$ cat config.mk
export PLATFORM = sky130hd
export DESIGN_NAME = instruction_fetch_unit
export DESIGN_NICKNAME = d
export VERILOG_FILES = /design/src/rtl/instruction_fetch_unit.sv
export SDC_FILE = /design/constraint.sdc
export NUM_CORES = 1
export LEC_CHECK = 0
export CAP_MARGIN = 20
export CORE_MARGIN = 1
export CORE_UTILIZATION = 61
export CTS_BUF_LIST = sky130_fd_sc_hd__clkbuf_16
export DETAILED_ROUTE_END_ITERATION = 10
export PLACE_DENSITY = 0.79
export SLEW_MARGIN = 20
export SYNTH_ARGS = -nofsm -noshare
export SYNTH_HDL_FRONTEND = slang
export SYNTH_SLANG_ARGS = --single-unit
export TNS_END_PERCENT = 1
$ cat constraint.sdc
create_clock -name clk -period 4.27 [get_ports clk]
set_input_delay 1.281 -clock clk [delete_from_list [all_inputs] [get_ports clk]]
set_output_delay 1.281 -clock clk [all_outputs]
set_load 0.05 [all_outputs]
$ cat src/rtl/instruction_fetch_unit.sv
// ---------------------------------------------------------------------------
// instruction_fetch_unit
//
// Fetch stage with a local instruction memory. The memory is filled through
// the loader port while idle. After start the unit fetches one word per cycle
// into a registered IF/ID output. It supports branch/jump redirects (one
// bubble) and has a sticky fault state that only rst clears.
//
// Ports
//   clk            rising-edge clock
//   rst            asynchronous reset, active-high
//   start          leave IDLE and begin fetching
//   stall          hold the fetch stage and its outputs
//   redirect_en    branch/jump taken; reload pc from redirect_pc
//   redirect_pc    redirect target byte address
//   load_mem_en    memory write strobe (IDLE only)
//   load_mem_addr  word index to write
//   load_mem_data  word to write
//   instr          registered fetched instruction
//   pc_out         byte address of instr
//   instr_valid    instr/pc_out hold a real instruction
//   fault          sticky fetch fault
//   running        high while in RUN
// ---------------------------------------------------------------------------
module instruction_fetch_unit #(
  parameter int unsigned DATA_W   = 32,
  parameter int unsigned DEPTH    = 32,
  parameter logic [31:0] RESET_PC = 32'h0,
  localparam int unsigned IDX_W   = $clog2(DEPTH)
) (
  input  logic              clk,
  input  logic              rst,
  input  logic              start,
  input  logic              stall,
  input  logic              redirect_en,
  input  logic [31:0]       redirect_pc,
  input  logic              load_mem_en,
  input  logic [IDX_W-1:0]  load_mem_addr,
  input  logic [DATA_W-1:0] load_mem_data,
  output logic [DATA_W-1:0] instr,
  output logic [31:0]       pc_out,
  output logic              instr_valid,
  output logic              fault,
  output logic              running
);

  typedef enum logic [1:0] {
    ST_IDLE  = 2'd0,
    ST_RUN   = 2'd1,
    ST_FAULT = 2'd2
  } state_t;

  state_t            state_r;
  state_t            state_nxt_s;
  logic [31:0]       pc_r;
  logic [31:0]       pc_nxt_s;
  logic [DATA_W-1:0] instr_nxt_s;
  logic [31:0]       pc_out_nxt_s;
  logic              valid_nxt_s;

  logic [DATA_W-1:0] mem_r [DEPTH];

  logic [IDX_W-1:0]  fetch_idx_s;
  logic              pc_oor_s;
  logic              redirect_misaligned_s;

  assign fetch_idx_s           = pc_r[IDX_W+1:2];
  // Any set bit above the memory's byte range means the pc left the image.
  assign pc_oor_s              = |pc_r[31:IDX_W+2];
  assign redirect_misaligned_s = |redirect_pc[1:0];

  // Instruction memory write port; contents deliberately survive reset.
  always_ff @(posedge clk) begin
    if ((state_r == ST_IDLE) && load_mem_en) begin
      mem_r[load_mem_addr] <= load_mem_data;
    end
  end

  // State register.
  always_ff @(posedge clk or posedge rst) begin
    if (rst) begin
      state_r <= ST_IDLE;
    end else begin
      state_r <= state_nxt_s;
    end
  end

  // Next-state logic; a pending load write takes precedence over start.
  always_comb begin
    state_nxt_s = state_r;
    case (state_r)
      ST_IDLE: begin
        if (load_mem_en) begin
          state_nxt_s = ST_IDLE;
        end else if (start) begin
          state_nxt_s = ST_RUN;
        end else begin
          state_nxt_s = ST_IDLE;
        end
      end
      ST_RUN: begin
        if (redirect_en) begin
          if (redirect_misaligned_s) begin
            state_nxt_s = ST_FAULT;
          end else begin
            state_nxt_s = ST_RUN;
          end
        end else if (stall) begin
          state_nxt_s = ST_RUN;
        end else if (pc_oor_s) begin
          state_nxt_s = ST_FAULT;
        end else begin
          state_nxt_s = ST_RUN;
        end
      end
      ST_FAULT: state_nxt_s = ST_FAULT;
      // An illegal encoding is treated as a fault so it cannot fetch.
      default:  state_nxt_s = ST_FAULT;
    endcase
  end

  // Next values for pc and the IF/ID register; everything holds unless RUN fetches.
  always_comb begin
    pc_nxt_s     = pc_r;
    instr_nxt_s  = instr;
    pc_out_nxt_s = pc_out;
    valid_nxt_s  = 1'b0;
    case (state_r)
      ST_RUN: begin
        if (redirect_en) begin
          // Redirect wins over stall and inserts exactly one bubble.
          pc_nxt_s    = redirect_pc;
          valid_nxt_s = 1'b0;
        end else if (stall) begin
          valid_nxt_s = instr_valid;
        end else if (pc_oor_s) begin
          valid_nxt_s = 1'b0;
        end else begin
          instr_nxt_s  = mem_r[fetch_idx_s];
          pc_out_nxt_s = pc_r;
          valid_nxt_s  = 1'b1;
          pc_nxt_s     = pc_r + 32'd4;
        end
      end
      ST_IDLE:  valid_nxt_s = 1'b0;
      ST_FAULT: valid_nxt_s = 1'b0;
      default:  valid_nxt_s = 1'b0;
    endcase
  end

  // Datapath and status registers; fault/running follow the next state.
  always_ff @(posedge clk or posedge rst) begin
    if (rst) begin
      pc_r        <= RESET_PC;
      instr       <= '0;
      pc_out      <= 32'd0;
      instr_valid <= 1'b0;
      fault       <= 1'b0;
      running     <= 1'b0;
    end else begin
      pc_r        <= pc_nxt_s;
      instr       <= instr_nxt_s;
      pc_out      <= pc_out_nxt_s;
      instr_valid <= valid_nxt_s;
      fault       <= (state_nxt_s == ST_FAULT);
      running     <= (state_nxt_s == ST_RUN);
    end
  end

endmodule

==> results_dict.tcl <==
set metrics [dict create \
    status "complete, no violations" \
    crit_family "buffers and inverters" \
    regToRegSetupSlack_ns 0.95 \
    clk_latency_ns 0.68 \
    core_area_sq_mm 0.0688 \
    overflow 0 \
    path_cells "clkdlybuf4s50_1" \
    grt_usage_pct 31.7 \
    cpMaxStageDelayCell "clkdlybuf4s50_1" \
    avgSynthCellArea_sq_um 21.2 \
    hold_violations 0 \
    start_util_pct 61.8 \
    ir_drop_mv 0.434 \
    grt_max_degree 102 \
    r2r_start "pc_r[2]$_DFFE_PP0P_" \
    cp-end-kind "output port" \
    setup_viol 0 \
    yosysWarnings 0 \
    startpoint_type "flip-flop" \
    synthFlopType "edfxtp_1" \
    numCtsBuffers 106 \
    die_w_um 266 \
    p_sw_w 0.00760 \
    max_stage_delay_ns 0.87 \
    combPwrFrac_pct 20.4 \
    io_buffer_count 141 \
    vias_per_cell 6.83 \
    leakagePower_nw 16.4 \
    area_delta_synth_final_pct 16.3 \
    n_antenna_cell 0 \
    place_congestion 0.870 \
    hp-class "flip-flop to flip-flop" \
    crit_buf_inv 1 \
    seqPwrFrac_pct 45.5 \
    cts_resized 0 \
    cts_tree "yes" \
    clock-skew-final_ns 0.0536 \
    die_y_um 266 \
    yosys.cell_types.count 45 \
    cts_root_buf "clkbuf_16" \
    dr.pass1.iters 6 \
    cts_hold_buffers 0 \
    clk_path_buf_depth 3 \
    worst_ep_arrival_time_ns 2.08 \
    drt_iter0_markers 3414 \
    synth_seq_area_share_pct 78.3 \
    max_freq_mhz 297 \
    hold_start "pc_r[1]$_DFFE_PP0P_" \
    worstMarginPinSlew_ns 1.09 \
    required_ns 2.99 \
    drc 0 \
    grt_pass1_vias 22700 \
    drv_slew 0 \
    dp.cells 3084 \
    rsz0062_at_grt "false" \
    pin_count 142 \
    drive_gt1_share_pct 23.8 \
    post_drt_wl_per_cell_um 33.5 \
    dp_hpwl_um 62600 \
    p_per_area_mw_per_mm2 557 \
    nets 2337 \
    syn-cell-area_sq_mm 0.0425 \
    worstPathMaxFanout 2 \
    drv_cap 0 \
    post_cts_buffers 0 \
    grtUsageMet1_pct 42.7 \
    grt_pass1_wl_um 158000 \
    grtUsageMet2_pct 51.0 \
    antenna_found_initial 4 \
    netlist_instances 2009 \
    synth-edff-count 1024 \
    h-tree-depth 3 \
    power.total_w 0.0275 \
    fin_tns_setup_ns 0 \
    intPower_w 0.0199 \
    switching_share_pct 27.6 \
    synth_nets 2085 \
    num_rows 96 \
    ant_nets 0 \
    maxSlewHeadroom_pct 27.4 \
    ys_async_sr_fraction_pct 8.98 \
    use_met3_pct 7.51 \
    die-area_sq_mm 0.0708 \
    clkPwrFrac_pct 34.1 \
    drt-total-wl_um 110000 \
    critPathLaunch "instr[18]$_DFFE_PP0P_" \
    vias 22400 \
    period_share_pct 78.8 \
    path_clk_slew_ns 0.06 \
    clock_sinks 1125 \
    fin_crit_ns 3.36 \
    synth_seq_cells 1125 \
    final_cells 3282 \
    top_usage_layer "met2" \
    fill_cells 3696 \
    utilization_pct 71.8 \
    worstSetupPathType "flip-flop to output port" \
]
-- synth_stat cells, types with 7 or more instances --
cell type	instances	area [sq um]
clkbuf_1	41	154
a22o_1	31	272
nor4_1	8	50.1
nor2_1	56	210
a21oi_1	41	205
mux2i_1	32	320
nand3_1	10	50.1
nand4_1	7	43.8
dfrtp_1	101	2530
mux4_2	255	5740
nand2_1	153	574
buf_2	52	260
a311oi_1	32	280
buf_1	11	41.3
edfxtp_1	1024	30700
and2_1	27	169
o22ai_1	71	444
-- state kept, by name, indices dropped and copies added, names as in the netlist --
signal,cells
running,1
instr,32
pc_r,32
pc_out,32
fault,1
instr_valid,1
mem_r,1024
state_r,2
-- stage by stage --
step	setup WS (ns)	area, sq um	hold slack, ns
floorplan	0.342	42500	0.439
global placement	0.632	46000	0.467
detailed placement	0.540	46000	0.471
CTS	0.881	49400	0.485
global route	0.765	49400	0.492
finish	0.906	49400	0.486
-- final timing paths --
kind | endpoint | cells after the start
setup / recovery | instr[18] | 1
hold / removal | pc_out[1]$_DFFE_PP0P_ | 2
setup reg to reg | instr[14]$_DFFE_PP0P_ | 6
hold reg to reg | pc_out[1]$_DFFE_PP0P_ | 2
max in group asynchronous | pc_r[27]$_DFFE_PP0P_ | 3
min in group asynchronous | pc_out[19]$_DFFE_PP0P_ | 2
-- per-layer routing --
metal / share of wire, % / vias to the layer above
met5: 0.039 / -
met4: 4.0 / 8
met3: 12 / 266
met2: 49 / 1786
met1: 34 / 11500
li1: - / 8839
-- final cells by class --
type / instances / area (sq um) / area share, %
sequential: 1125 / 33300 / 67.3
multi-input combinational: 770 / 8970 / 18.1
clock buffer: 108 / 2700 / 5.47
timing repair buffer: 254 / 2520 / 5.09
tap: 931 / 1160 / 2.36
clock inverter: 90 / 782 / 1.58
inverter: 4 / 17.5 / 0.0354
-- tightest hold or removal path, cell delays in order (launching register included) --
cell	delay, ns
dfrtp_1	0.35
nand2_1	0.05
nand2_1	0.05
-- power groups by stage --
stage / Clock, W / Sequential [W] / Combinational (W)
CTS: 0.00946 / 0.0125 / 0.00559
floorplan: 0 / 0.0126 / 0.00368
detailed placement: 0 / 0.0128 / 0.00546
global route: 0.00984 / 0.0125 / 0.00583
finish: 0.00940 / 0.0125 / 0.00561
global placement: 0 / 0.0127 / 0.00537
-- cell families after synthesis --
kind of cell               synth area share, %
muxes                                     14.4
DFF                                       78.3
buffers and inverters                     1.25
AOI/OAI and AO/OA                         3.11
adders and majority gates               0.0294
and+or+nand+nor                           2.97
-- layout by cell type (no fill, tap or decap), types with 5 or more instances in the layout --
| master | count |
|---|---|
| edfxtp_1 | 1024 |
| mux4_2 | 255 |
| nand2_1 | 153 |
| clkdlybuf4s50_1 | 140 |
| clkbuf_16 | 108 |
| dfrtp_1 | 98 |
| buf_4 | 92 |
| o22ai_1 | 71 |
| a21oi_1 | 41 |
| nor2_4 | 33 |
| clkinv_1 | 32 |
| a311oi_1 | 32 |
| mux2i_1 | 32 |
| a22o_1 | 31 |
| and2_1 | 26 |
| inv_1 | 24 |
| nor2_1 | 23 |
| buf_12 | 21 |
| clkinv_2 | 14 |
| bufinv_16 | 12 |
| nor4_1 | 8 |
| nand3_1 | 8 |
| nand4_1 | 7 |
| nor3_1 | 5 |
| o21ai_0 | 5 |
(Power assumes the default switching activity.)
